[config.mk]
export PLATFORM = sky130hd
export DESIGN_NAME = div_seq
export DESIGN_NICKNAME = d
export VERILOG_FILES = /design/src/rtl/div_seq.sv
export SDC_FILE = /design/constraint.sdc
export NUM_CORES = 1
export LEC_CHECK = 0
export BUFFER_PORTS_ARGS = -buffer_cell sky130_fd_sc_hd__buf_2
export CORE_UTILIZATION = 60
export DETAILED_ROUTE_END_ITERATION = 12
export GPL_TIMING_DRIVEN = 0
export PLACE_DENSITY = 0.9
export SYNTH_ARGS = -nofsm -noshare
export SYNTH_HDL_FRONTEND = slang
export SYNTH_SLANG_ARGS = --single-unit
[constraint.sdc]
create_clock -name clk -period 8 [get_ports clk]
set_input_delay 1.6 -clock clk [delete_from_list [all_inputs] [get_ports clk]]
set_output_delay 1.6 -clock clk [all_outputs]
set_load 0.02 [all_outputs]
[src/rtl/div_seq.sv]
// Iterative radix-2 restoring divider for DIV/DIVU beside the EX stage.
// One quotient bit per cycle; stalls the pipeline and pulses ready with LO/HI results.
module div_seq #(
    parameter int WIDTH = 32,
    parameter int CNT_W = 6
) (
    input  logic             clk,
    input  logic             rst,
    input  logic             start,
    input  logic             signed_div,
    input  logic [WIDTH-1:0] dividend,
    input  logic [WIDTH-1:0] divisor,
    input  logic             annul,
    output logic             stallreq,
    output logic             ready,
    output logic [WIDTH-1:0] quotient,
    output logic [WIDTH-1:0] remainder
);

    typedef enum logic [1:0] {
        IDLE = 2'd0,
        BUSY = 2'd1,
        ZERO = 2'd2,
        DONE = 2'd3
    } state_t;

    localparam logic [WIDTH-1:0] ONE      = {{(WIDTH-1){1'b0}}, 1'b1};
    localparam logic [WIDTH-1:0] ALL_ONES = {WIDTH{1'b1}};
    localparam logic [CNT_W-1:0] LAST_CNT = CNT_W'(WIDTH-1);

    state_t             state_q;
    logic [CNT_W-1:0]   cnt_q;
    logic [WIDTH-1:0]   rem_q;
    logic [WIDTH-1:0]   dvd_q;
    logic [WIDTH-1:0]   dvs_q;
    logic               sign_q_q;
    logic               sign_r_q;
    logic               ready_q;
    logic [WIDTH-1:0]   quotient_q;
    logic [WIDTH-1:0]   remainder_q;

    logic [WIDTH:0]     shift_s;
    logic [WIDTH:0]     diff_s;
    logic [WIDTH-1:0]   rem_d;
    logic [WIDTH-1:0]   dvd_d;
    logic [WIDTH-1:0]   quo_fix_s;
    logic [WIDTH-1:0]   rem_fix_s;

    function automatic logic [WIDTH-1:0] neg_f(input logic [WIDTH-1:0] v);
        return ~v + ONE;
    endfunction

    function automatic logic [WIDTH-1:0] abs_f(input logic [WIDTH-1:0] v, input logic is_signed);
        return (is_signed && v[WIDTH-1]) ? neg_f(v) : v;
    endfunction

    // One restoring iteration: shift {rem, dvd} left, trial-subtract, shift in the quotient bit
    always_comb begin
        shift_s = {rem_q, dvd_q[WIDTH-1]};
        diff_s  = shift_s - {1'b0, dvs_q};
        rem_d   = shift_s[WIDTH-1:0];
        dvd_d   = {dvd_q[WIDTH-2:0], 1'b0};
        if (!diff_s[WIDTH]) begin
            rem_d = diff_s[WIDTH-1:0];
            dvd_d = {dvd_q[WIDTH-2:0], 1'b1};
        end else begin
            rem_d = shift_s[WIDTH-1:0];
        end
        quo_fix_s = sign_q_q ? neg_f(dvd_d) : dvd_d;
        rem_fix_s = sign_r_q ? neg_f(rem_d) : rem_d;
    end

    // Sequencer and datapath registers; results only change on completion
    always_ff @(posedge clk or negedge rst) begin
        if (!rst) begin
            state_q     <= IDLE;
            cnt_q       <= {CNT_W{1'b0}};
            rem_q       <= {WIDTH{1'b0}};
            dvd_q       <= {WIDTH{1'b0}};
            dvs_q       <= {WIDTH{1'b0}};
            sign_q_q    <= 1'b0;
            sign_r_q    <= 1'b0;
            ready_q     <= 1'b0;
            quotient_q  <= {WIDTH{1'b0}};
            remainder_q <= {WIDTH{1'b0}};
        end else begin
            ready_q <= 1'b0;
            case (state_q)
                IDLE: begin
                    if (start && !annul) begin
                        cnt_q    <= {CNT_W{1'b0}};
                        rem_q    <= {WIDTH{1'b0}};
                        dvs_q    <= abs_f(divisor, signed_div);
                        sign_q_q <= signed_div & (dividend[WIDTH-1] ^ divisor[WIDTH-1]);
                        sign_r_q <= signed_div & dividend[WIDTH-1];
                        // Divide-by-zero reports the raw dividend, so keep it unmodified
                        if (divisor == {WIDTH{1'b0}}) begin
                            dvd_q   <= dividend;
                            state_q <= ZERO;
                        end else begin
                            dvd_q   <= abs_f(dividend, signed_div);
                            state_q <= BUSY;
                        end
                    end else begin
                        state_q <= IDLE;
                    end
                end
                BUSY: begin
                    if (annul) begin
                        state_q <= IDLE;
                    end else begin
                        rem_q <= rem_d;
                        dvd_q <= dvd_d;
                        cnt_q <= cnt_q + {{(CNT_W-1){1'b0}}, 1'b1};
                        if (cnt_q == LAST_CNT) begin
                            quotient_q  <= quo_fix_s;
                            remainder_q <= rem_fix_s;
                            ready_q     <= 1'b1;
                            state_q     <= DONE;
                        end else begin
                            state_q <= BUSY;
                        end
                    end
                end
                ZERO: begin
                    if (annul) begin
                        state_q <= IDLE;
                    end else begin
                        quotient_q  <= ALL_ONES;
                        remainder_q <= dvd_q;
                        ready_q     <= 1'b1;
                        state_q     <= DONE;
                    end
                end
                DONE: begin
                    state_q <= IDLE;
                end
                default: begin
                    state_q <= IDLE;
                end
            endcase
        end
    end

    // Stall drops with annul or reset in the same cycle, and is released while DONE
    assign stallreq  = rst & ~annul &
                       ((state_q == IDLE && start) || state_q == BUSY || state_q == ZERO);
    assign ready     = ready_q;
    assign quotient  = quotient_q;
    assign remainder = remainder_q;

endmodule

==> metrics <==
Overflow after GRT=0; Crit. End Element=flop; CTS clk-pin slew, worst paths=0.08 ns; wire per inst=20.65 um; count of pins over their slew limit=0; layout cells sized above 1=0.1326; non-filler instance count after layout=1,975; period utilization=0.7752; DR vias=13.24k; Netlist Area Pre-Place=12,470 um2; CP max stage cell=a211oi_1; Main synth FF type=dfrtp_1; DPL Wire Length=31,350 um; MaxCap Viol Count=0; Die H=146.1 um; Initial Utilization=0.6142; final WL=40,770 um; Core ar.=20,300 um2; Worst Path Required=8.30 ns; LEAKAGE=6.087 nW; maximum VDD drop=0.0001676 V; synth unique cells=87; DRT Pass-1 Iters=8; Power Total=3.293 mW; CTS tree=built; register area share after synthesis=0.3432; FFs w/ async S/R, synth=1.000; GRT Total Usage=0.3821; FILL cells=1,608; I/O Buffers=133; FP Rows=52; placed cells=1,942; syn_area_per_cell=8.106 um2; Worst path max stage delay=0.48 ns; clk_lat worst skew=0.45 ns; DRC=0; Worst Hold Slack=0.4785 ns; setup TNS=0 ns; top cell type's share of synthesized area=0.3432; Worst Skew=0.01439 ns; Num CTS Buffers=17; Chip Width=146.1 um; outcome=complete, no violations; initial antenna violation count=0; largest net degree at the start of global routing=111; Final Hold Viols=0; Vias/cell=6.703; Final Setup Violations=0; P per Cell Area=233.1 nW/um2; Nets=1,801; flop and latch count out of synthesis=171; Post-synth EDFFs=0; top cells by area, synth=dfrtp_1 34%, a21oi_1 6.2%, o21ai_0 5.7%, nand2_1 5.4%, xor2_1 5.4%; clock sink total=171; CP Launch Type=flop; setup bufs post-CTS=0; Setup CP Type=flop to flop; Worst-Margin Slew=0.7573 ns; Routed Antenna Nets=0; Worst Hold Class=flop to flop; Slew Limit Headroom=0.4821; crit-path cells=inv_1 -> ha_1 -> inv_1 -> fa_1 -> a211oi_1 -> o211ai_1 -> a211oi_1 -> nor3_2 -> nor3_4 -> nor2_8 -> inv_2 -> buf_4 -> buf_2 -> nor2_1 -> a21oi_1 -> ha_1 -> and4b_1 -> nand3b_1 -> a2111oi_4 -> a41oi_4 -> nor4_4 -> a31oi_1 -> xnor2_1 -> a21oi_1; global-route wire length before repair=64,420 um; Crit Path Max Fanout=10; Die ar.=21,360 um2; Post-CTS Hold Buffers=0; post-synthesis cell count=1,538; Max Fclk=0.1613 GHz; H-tree depth=4; Clock Tree Buf Depth=2; post-CTS sizing=0; Critical Path AT=6.50 ns; Synth warnings=0; syn_nets=1,648; vias in the first global route=12.37k; Root Driver=clkbuf_16; Layout area overhead=13.30%; unrepaired setup endpoints after global routing=false; I/O pins=135; routability cong.=1.011; Starting DRT DRC Count=1,711; Tmin final=6.201 ns; area leader, netlist=dfrtp_1
-- state kept, by name, indices dropped and copies added, names as in the netlist --
signal and count:
ready 1, sign_r_q 1, sign_q_q 1, quotient 32
state_q 2, rem_q 32, dvd_q 32, dvs_q 32
remainder 32, cnt_q 6
-- cells by family (layout without fill, tap and decap cells) --
group                      after synthesis  in the layout  synth area share
adders and majority gates               41             41           0.04175
DFF                                    171            171            0.3432
and+or+nand+nor                        502            502            0.1924
other                                    0              1                 0
xor gates and xnor gates               129            129           0.09063
muxes                                   38             38           0.03141
AOI/OAI and AO/OA                      505            505            0.2514
buffers and inverters                  152            318           0.04918
-- Yosys cell counts (24+ instances only) --
| cell type | count |
|---|---|
| o22ai_1 | 28 |
| nand2_1 | 180 |
| ha_1 | 40 |
| a21oi_1 | 155 |
| inv_1 | 59 |
| clkbuf_1 | 69 |
| nor2_1 | 144 |
| dfrtp_1 | 171 |
| xor2_1 | 77 |
| xnor2_1 | 52 |
| o31ai_1 | 26 |
| o21ai_0 | 141 |
| nand3_1 | 24 |
| nor3_1 | 31 |
| mux2i_1 | 31 |
-- power by group --
group / switching [mW] / internal, mW
clock network: 0.425 / 0.454
registers: 0.136 / 0.966
logic: 0.840 / 0.473
total: 1.40 / 1.89
-- area by class of cell --
| class | count | area (um2) | area share |
|---|---|---|---|
| well taps | 270 | 337.8 | 0.02392 |
| multi-input cells | 1215 | 7575 | 0.5363 |
| repair buffers | 134 | 703.2 | 0.04978 |
| flip-flops and latches | 171 | 4279 | 0.3029 |
| plain buffers | 92 | 387.9 | 0.02746 |
| clock inverters | 15 | 188.9 | 0.01338 |
| inverters | 60 | 225.2 | 0.01594 |
| clock buffers | 17 | 425.4 | 0.03012 |
| diodes | 1 | 2.502 | 0.0001772 |
-- cell usage in the layout, fill, tap and decap left out, types with 7 or more instances in the layout --
cell type  synthesis  final
nand2_1          180    180
dfrtp_1          171    171
a21oi_1          155    155
buf_2             15    147
nor2_1           144    144
o21ai_0          141    141
xor2_1            77     77
clkbuf_1          69     69
inv_1             59     59
xnor2_1           52     52
ha_1              40     40
nor3_1            31     31
mux2i_1           31     31
o22ai_1           28     28
o31ai_1           26     26
nand3_1           24     24
or3_1             22     22
a31oi_1           22     22
clkbuf_16          0     17
o21ai_1           15     15
a21o_1            13     13
nor4_1            12     12
and2_1            12     12
o41ai_1           12     12
a22o_1            12     12
nand2b_1          11     11
nor3b_1            9      9
or4_1              9      9
o211ai_1           9      9
or2_2              8      8
nand4_1            8      8
o21a_1             8      8
a211oi_1           8      8
a21boi_0           7      7
-- stage by stage --
| stage | utilization | setup WS (ns) | instance area [um2] |
|---|---|---|---|
| floorplan | - | 3.432 | 12470 |
| global placement | 0.6636 | 1.463 | 13470 |
| detailed placement | 0.6654 | 2.098 | 13510 |
| CTS | 0.6957 | 1.981 | 14120 |
| global route | 0.6957 | 1.470 | 14120 |
| finish | 0.6958 | 1.799 | 14120 |
-- worst max-delay path, delay by kind of cell (launching register included) --
kind,cells,cell delay (ns)
AO/OA/AOI/OAI,8,1.96
XOR/XNOR,1,0.20
adder cells (fa/ha/maj),3,0.94
buffers and inverters,5,1.00
flip-flops,1,0.47
AND/OR/NAND/NOR,7,1.45
-- layer usage --
metal	track usage	wire length, um
met5	0	0
met4	0.1719	1892
met3	0.08906	5112
met2	0.5824	17650
met1	0.5179	16130
-- worst paths after layout --
check / slack, ns / endpoint / cells after the start / startpoint
worst max-delay path: 1.80 / remainder[30] / 24 / dvd_q[31]
worst min-delay path: 0.48 / remainder[18] / 2 / remainder[18]
worst max register to register: 1.80 / remainder[30] / 24 / dvd_q[31]
worst min register to register: 0.48 / remainder[18] / 2 / remainder[18]
max in group asynchronous: 6.01 / dvs_q[11] / 2 / rst
min in group asynchronous: 1.07 / quotient[7] / 1 / rst
Power figures use the tool's default switching activity.
